==> src/rtl/aer_link_arbiter.sv <==
// aer_link_arbiter: round-robin share of the AER input link between two one-entry slots, with a 4-phase REQ/ACK handshake and ACK timeout
module aer_link_arbiter #(
  parameter int AER_BITS    = 10,
  parameter int ACK_TIMEOUT = 255,
  parameter int TO_BITS     = $clog2(ACK_TIMEOUT + 1)
) (
  input  logic                CLK,
  input  logic                RST,
  input  logic [AER_BITS-1:0] REQ0_ADDR,
  input  logic                REQ0_VALID,
  output logic                REQ0_READY,
  input  logic [AER_BITS-1:0] REQ1_ADDR,
  input  logic                REQ1_VALID,
  output logic                REQ1_READY,
  output logic [AER_BITS-1:0] AERIN_ADDR,
  output logic                AERIN_REQ,
  input  logic                AERIN_ACK,
  output logic                BUSY,
  output logic                GRANT_ID,
  output logic                DONE,
  output logic                TIMEOUT_ERR,
  input  logic                ERR_CLR
);
  typedef enum logic [1:0] {IDLE, WAIT_HI, WAIT_LO} state_t;
  state_t state, state_n;
  logic slot0_full, slot1_full, ack_m, ack_s, last_grant, hs_to, hs_to_n;
  logic [AER_BITS-1:0] slot0_data, slot1_data;
  logic [TO_BITS-1:0] to_cnt, cnt_n;
  logic win, grant, phase_to, req_n, done_n, err_set;
  assign REQ0_READY = !slot0_full;
  assign REQ1_READY = !slot1_full;
  assign BUSY = state != IDLE | slot0_full | slot1_full;
  assign win = slot0_full & slot1_full ? !last_grant : slot1_full;
  assign phase_to = to_cnt == TO_BITS'(ACK_TIMEOUT - 1);
  always_comb begin
    state_n = state;
    cnt_n = to_cnt;
    req_n = AERIN_REQ;
    hs_to_n = hs_to;
    done_n = 1'b0;
    err_set = 1'b0;
    grant = 1'b0;
    case (state)
      IDLE: if (slot0_full | slot1_full) begin
        grant = 1'b1;
        req_n = 1'b1;
        cnt_n = '0;
        hs_to_n = 1'b0;
        state_n = WAIT_HI;
      end
      WAIT_HI: if (ack_s | phase_to) begin
        req_n = 1'b0;
        cnt_n = '0;
        err_set = !ack_s;
        hs_to_n = !ack_s;
        state_n = WAIT_LO;
      end else cnt_n = to_cnt + TO_BITS'(1);
      // a dropped event still drains ACK here but never reports DONE
      WAIT_LO: if (!ack_s | phase_to) begin
        done_n = !ack_s & !hs_to;
        err_set = ack_s;
        state_n = IDLE;
      end else cnt_n = to_cnt + TO_BITS'(1);
      default: state_n = IDLE;
    endcase
  end
  always_ff @(posedge CLK) begin
    if (RST) begin
      state <= IDLE;
      slot0_full <= 1'b0;
      slot1_full <= 1'b0;
      slot0_data <= '0;
      slot1_data <= '0;
      ack_m <= 1'b0;
      ack_s <= 1'b0;
      last_grant <= 1'b1;
      hs_to <= 1'b0;
      to_cnt <= '0;
      AERIN_ADDR <= '0;
      AERIN_REQ <= 1'b0;
      GRANT_ID <= 1'b0;
      DONE <= 1'b0;
      TIMEOUT_ERR <= 1'b0;
    end else begin
      state <= state_n;
      to_cnt <= cnt_n;
      hs_to <= hs_to_n;
      AERIN_REQ <= req_n;
      DONE <= done_n;
      ack_m <= AERIN_ACK;
      ack_s <= ack_m;
      TIMEOUT_ERR <= err_set | (TIMEOUT_ERR & !ERR_CLR);
      slot0_full <= REQ0_VALID & REQ0_READY ? 1'b1 : grant & !win ? 1'b0 : slot0_full;
      slot1_full <= REQ1_VALID & REQ1_READY ? 1'b1 : grant & win ? 1'b0 : slot1_full;
      if (REQ0_VALID & REQ0_READY) slot0_data <= REQ0_ADDR;
      if (REQ1_VALID & REQ1_READY) slot1_data <= REQ1_ADDR;
      if (grant) begin
        AERIN_ADDR <= win ? slot1_data : slot0_data;
        GRANT_ID <= win;
        last_grant <= win;
      end
    end
  end
endmodule
==> config.mk <==
export PLATFORM = sky130hd
export DESIGN_NAME = aer_link_arbiter
export DESIGN_NICKNAME = d
export VERILOG_FILES = /design/src/rtl/aer_link_arbiter.sv
export SDC_FILE = /design/constraint.sdc
export NUM_CORES = 1
export LEC_CHECK = 0
export ABC_AREA = 1
export CORE_MARGIN = 8
export CORE_UTILIZATION = 35
export CTS_CLUSTER_SIZE = 12
export DETAILED_ROUTE_END_ITERATION = 10
export GPL_ROUTABILITY_DRIVEN = 0
export PLACE_DENSITY = 0.66
export RECOVER_POWER = 25
export SLEW_MARGIN = 5
export SYNTH_ARGS = -nofsm -noshare
export SYNTH_HDL_FRONTEND = slang
export SYNTH_SLANG_ARGS = --single-unit
==> constraint.sdc <==
create_clock -name CLK -period 1.63 [get_ports CLK]
set_clock_uncertainty 0.2 [all_clocks]
set_input_delay 0.326 -clock CLK [delete_from_list [all_inputs] [get_ports CLK]]
set_output_delay 0.326 -clock CLK [all_outputs]
set_load 0.01 [all_outputs]
* After elaboration in Yosys (flattened, before gate mapping)
Cells that the tools add are included.
** Storage, ports and cells
- Register bits :: 50
- Output and inout port bits :: 17
- Word-level logic and storage cells :: 80
** Cells by class
- $add $sub $neg :: 1
- Equality and inequality tests :: 7
- Muxes and demuxes :: 25
- Bitwise operators :: 15
- Reductions and logical operators :: 17
** Operators by type and width (count)
- $mux W8 :: 3
- $pmux W8 S3 :: 1
- $mux W1 :: 13
- $mux W10 :: 1
- $reduce_and A3 Y1 :: 3
- $add A8 B1 Y8 const B :: 1
- $eq A8 B8 Y1 const B :: 1
- $ne A2 B2 Y1 const B :: 4
- $reduce_bool A2 Y1 :: 4
- $and A1 B1 Y1 :: 7
- $logic_not A1 Y1 :: 7
- $mux W2 :: 3
- $or A1 B1 Y1 :: 6
- $pmux W1 S2 :: 3
- $pmux W2 S3 :: 1
- $reduce_bool A3 Y1 :: 1
- $reduce_or A3 Y1 :: 1
- $eq A2 B1 Y1 const B :: 1
- $eq A2 B2 Y1 const B :: 1
- $logic_not A2 Y1 :: 1
- $not A1 Y1 :: 2

* Depth between registers and ports, before layout
- Depth in word-level cells :: 6
- Depth in mapped cells :: 12

* Worst setup path after synthesis
No wires, ideal clock.
- Path type :: flip-flop to flip-flop
- Start :: reg state[0]
- End :: reg to_cnt[1]
- Setup time :: 116 ps
- Arrival :: 1328 ps
- Path slack :: -14 ps
- Cell stages (with the launch flop) :: 9
- Buffers on the path :: 0
- Period minus slack after synthesis :: 1644 ps
- Path through :: dfxtp_1 > inv_1 > ha_1 > nand3_4 > nand3_2 > nor2_4 > nand2_4 > nand2_4 > nor2_1
** Between the ends
- Cells in the longest elaborated chain, start to end :: 3
- Elaborated cells on any way between the ends :: 8
- Classes of those cells :: 4 x eq/ne; 1 x mux; 3 x reduce/logical
** RTL lines
- from (decl) :: line 25 : state_t state, state_n;
- from (signal assigned) :: line 85 : state <= state_n;
- $eq A2 B2 Y1 (tied with other cells) :: line 43 : case (state)
- $ne A2 B2 Y1 (no line) or $reduce_bool A3 Y1 (tied branches)
- $reduce_and A3 Y1 (no line)
- to (signal assigned) :: line 86 : to_cnt <= cnt_n;
- to (decl) :: line 28 : logic [TO_BITS-1:0] to_cnt, cnt_n;
Several ways; a longest one is shown, not always the timed one.
A chain may end at the register's enable or synchronous reset.

* Worst setup path in the final report
- Start :: reg state[0]
- End :: reg to_cnt[7]
The elaborated chain is that of the path after synthesis.

==> results.md <==
- The synthesized netlist contains 28 unique library cells.
- The final-stage net count is 400.
- The cell at the root of the clock tree is sky130_fd_sc_hd__clkbuf_8.
- The startpoint kind of the worst setup timing path is a flop.
- Synthesis produced 292 cells.
- The number of nets produced by synthesis is 323.
- The proportion of synthesized chip area in sequential cells is 46.2%.
- The number of global-route vias before repair is 2114.
- The mean instance size in the synthesized netlist is 7.42 sq um.
- The commonest cells after synthesis are sky130_fd_sc_hd__nand2_1, sky130_fd_sc_hd__nor2_1, sky130_fd_sc_hd__dfxtp_1.
- sky130_fd_sc_hd__nand2_1 is the most common cell in the netlist.
- The total area of multi-input combinational cells is 0.00115 sq mm.
- In this run the vertical extent of the chip is between 90 and 100 microns.
- The via-per-instance ratio is 4.70.
- The layout has 593 filler cells.
- The final antenna diode count is 0.
- Counting flops with an async set or reset pin after synthesis yields a share of 0%.
- The final reports fail on setup timing.
- The post-route antenna net violation count is 0.
- Static timing analysis puts the maximum clock frequency at 602 MHz.
- Setup violations remaining at the end of the flow were counted as 7.
- In the final routed layout, each cell accounts on average for 12.8 microns.
- For this design, the sink count on the clock tree is 50.
- The horizontal die dimension is 94.7 microns.
- For this design the static power due to leakage is 1.33 nW.
- In the finished design, the share of the clock period the worst path needs comes to 102%.
- The via total after detailed routing is 2093.
- The transition time at the pin with the least slew margin is 0.502 ns.
- The largest net degree at the start of global routing is 22.
- The run finished, with violations left.
- Summing the areas of all compound-gate instances in the mapped netlist gives roughly an eighth of the synthesized area.
- The combinational family with the most area after synthesis is simple AND/OR/NAND/NOR gates.
- The CTS tree is done.
- During I/O placement, the number of pins put on the boundary was between 40 and 50.
- The count of buffers added on input and output ports is between 40 and 50.
- The most prevalent standard cell on the critical path is sky130_fd_sc_hd__inv_4.
- Once layout is complete, the utilization of the core stands at 52.8%.
- The most used flip-flop cell after synthesis is sky130_fd_sc_hd__dfxtp_1.
- The synthesized-area fraction occupied by and/or/nand/nor cells is a little under a third.
- In this run the number of H-tree levels came out at 2.
- The power per cell area is 1410 mW/mm^2.
- The min-delay analysis places its worst path in the category reg2reg.
- The signal on the critical path passes through inv_4 > ha_4 > buf_6 > inv_4 > nand3_4 > inv_2 > nor2_4 > nand2_8 > nor2_2 > nand3_1 > nand2_1 > nor2_1.
- IR analysis of the VDD net gives a maximum drop of 0.830 mV.
- Summed over all layers, the global routing overflow is 0.
- Among cell families on the critical path, the largest total delay comes from simple AND/OR/NAND/NOR gates.
- The overall track demand over capacity in global routing is 13.5%.
- The number of buffers and inverters on the critical path is 4.
- Yosys attributes the largest share of cell area to sky130_fd_sc_hd__dfxtp_1, sky130_fd_sc_hd__nand2_1, sky130_fd_sc_hd__nor2_1, sky130_fd_sc_hd__o21ai_0, sky130_fd_sc_hd__inv_1.
- The final count of pins violating max slew is 0.
- Of the total synthesized cell area, the portion taken by XOR and XNOR cells is 0%.
- The tightest slew margin relative to the limit is 66.6%.
- The final hold violation count came to 0.
- The routed design has 5680 microns of wire.
- The critical path required time is 1.64 ns.
- The initial utilization of the core area, before any placement, comes to 36.4%.
- The cell with the largest stage delay on the worst path is sky130_fd_sc_hd__dfxtp_2.
- The placeable core region is 0.00596 sq mm.
- The cell count after placement is 430.
- The share of the synthesized area in the top cell type is 46.2%.
- The area of the die is between 0.008 and 0.009 sq mm.
- In the post-route analysis, the smallest setup slack over all paths is -0.0317 ns.
- After detailed routing, the number of remaining DRC violations is 0.
- During synthesis, Yosys emitted a total of 0 warnings.
- The detailed router finished its first iteration with 85 violations.
- The synthesized design spends more area on one cell type than any other, namely sky130_fd_sc_hd__dfxtp_1.
- The total chip power is around 4.4 mW.
- In this run, CTS created clock tree buffers numbering 5.
- The insertion delay of the later-clocked pin in the worst-skew pair is about 0.31 ns.
- In this design, the stage delay of the slowest critical-path cell is 0.34 ns.
- Data on the critical path arrives at its endpoint at 1.67 ns.
- Setup repair after global routing could not meet its margin everywhere.
- The adder-cell share of the synthesized area is 2.89%.
- The placed wire-length estimate is just over 4000 microns.
- In the synthesized netlist, mux cells make up 0% of the area.
- The category of the most critical setup path is reg2reg.
- The final standard cell count with taps included and fillers excluded is 445.
- The global-route wire length before repair is just under 10000 microns.
- The first detailed-routing pass took 4 iterations.
- No sink is reached through more buffers than the 2 on the longest clock path.
- The post-route netlist has 25.4% of its cells at a drive strength greater than 1.
- The count of flip-flops with a built-in enable after synthesis is 0.
- The worst setup path is captured at a flop.
- The relative area change from synthesis to final layout is 45.2%.
- Clock-pin slew was measured on the worst setup and hold paths at roughly 0.090 ns.
- The max-cap check violation count is 0.
- The number of antenna violations at the first check in global routing is 0.
- The worst path in the final design needs a cycle of around 1.7 ns, including I/O delays and setup.
- Registers take 0.00100 sq mm.
- The worst slack at placement is -0.106 ns.
- The synthesized netlist occupies a cell area of 0.00217 sq mm.
- The post-synthesis register bit count is 50.
- Of all nets on the critical path, the largest fanout is 8.
- After floorplanning, the core was divided into 28 placement rows.
-- metal layers --
| layer | vias to the layer above | part of all wire (%) | track usage (%) |
|---|---|---|---|
| met5 | - | 0 | 0 |
| met4 | 0 | 1.3 | 3.51 |
| met3 | 8 | 5.3 | 4.60 |
| met2 | 40 | 49 | 22.9 |
| met1 | 960 | 44 | 15.8 |
| li1 | 1085 | - | - |
-- worst paths after layout --
path	start	endpoint	slack (ns)	cells past startpoint
max	state[0]$_SDFFE_PP0P_	to_cnt[7]$_SDFFE_PP0P_	-0.03	12
max reg2reg	state[0]$_SDFFE_PP0P_	to_cnt[7]$_SDFFE_PP0P_	-0.03	12
min reg2reg	ack_m$_SDFF_PP0_	ack_s$_SDFF_PP0_	0.21	2
min	ack_m$_SDFF_PP0_	ack_s$_SDFF_PP0_	0.21	2
-- timing repair --
| action | 4_1_cts | 5_1_grt |
|---|---|---|
| pin swaps | 8 | 14 |
| cloned | 0 | 0 |
| gates resized for setup | 40 | 25 |
| setup buffers | 3 | 4 |
| hold buffers | 0 | 0 |
| endpoints found under the setup margin | 33 | 25 |
-- stage by stage --
stage                     instance area [sq um]  hold slack (ns)  setup TNS, ns
after floorplan                            2170            0.188              0
after global placement                     2870            0.189         -0.741
after detailed placement                   2870            0.200          -1.44
after CTS                                  3040            0.214         -0.320
after global routing                       3150            0.222          -1.41
final                                      3150            0.211         -0.111
-- power by group --
part | internal [mW] | switching (mW) | total [mW]
Sequential | 1.40 | 0.103 | 1.51
Combinational | 1.01 | 1.12 | 2.13
Clock | 0.350 | 0.445 | 0.795
-- layout by cell type, fill, tap and decap left out, drive strengths merged, types with 9 or more instances in the layout --
master / n
o21ai: 25
nand2: 74
a31oi: 10
buf: 35
nor2: 63
a21oi: 9
clkdlybuf4s50: 24
dlygate4sd2: 16
nand3: 10
clkbuf: 10
inv: 25
dfxtp: 50
-- worst reg2reg max path, stage by stage (launching register included) --
cell	delay, ns
sky130_fd_sc_hd__dfxtp_2	0.34
sky130_fd_sc_hd__inv_4	0.06
sky130_fd_sc_hd__ha_4	0.16
sky130_fd_sc_hd__buf_6	0.12
sky130_fd_sc_hd__inv_4	0.04
sky130_fd_sc_hd__nand3_4	0.08
sky130_fd_sc_hd__inv_2	0.05
sky130_fd_sc_hd__nor2_4	0.14
sky130_fd_sc_hd__nand2_8	0.09
sky130_fd_sc_hd__nor2_2	0.11
sky130_fd_sc_hd__nand3_1	0.08
sky130_fd_sc_hd__nand2_1	0.06
sky130_fd_sc_hd__nor2_1	0.03
-- final cells by class --
class | instances | area share, %
Timing Repair Buffer | 80 | 22.1
Sequential cell | 50 | 31.9
Multi-Input combinational cell | 206 | 36.5
Inverter | 26 | 3.26
Tap cell | 75 | 2.98
Clock buffer | 6 | 2.63
Clock inverter | 2 | 0.557
-- sequential cells by signal (all words and copies together) (netlist names) --
register and flops:
slot1_full 1, last_grant 1, GRANT_ID 1, to_cnt 8
ack_s 1, slot1_data 10, slot0_data 10, TIMEOUT_ERR 1
ack_m 1, DONE 1, hs_to 1, AERIN_REQ 1
slot0_full 1, AERIN_ADDR 10, state 2
-- kinds of logic (layout without fill, tap and decap cells) --
group	count (synthesis)	count (layout)
AOI/OAI and AO/OA	48	48
adders and majority gates	5	5
buffers and inverters	36	114
DFF	50	50
and+or+nand+nor	153	153
(Power assumes the default switching activity.)
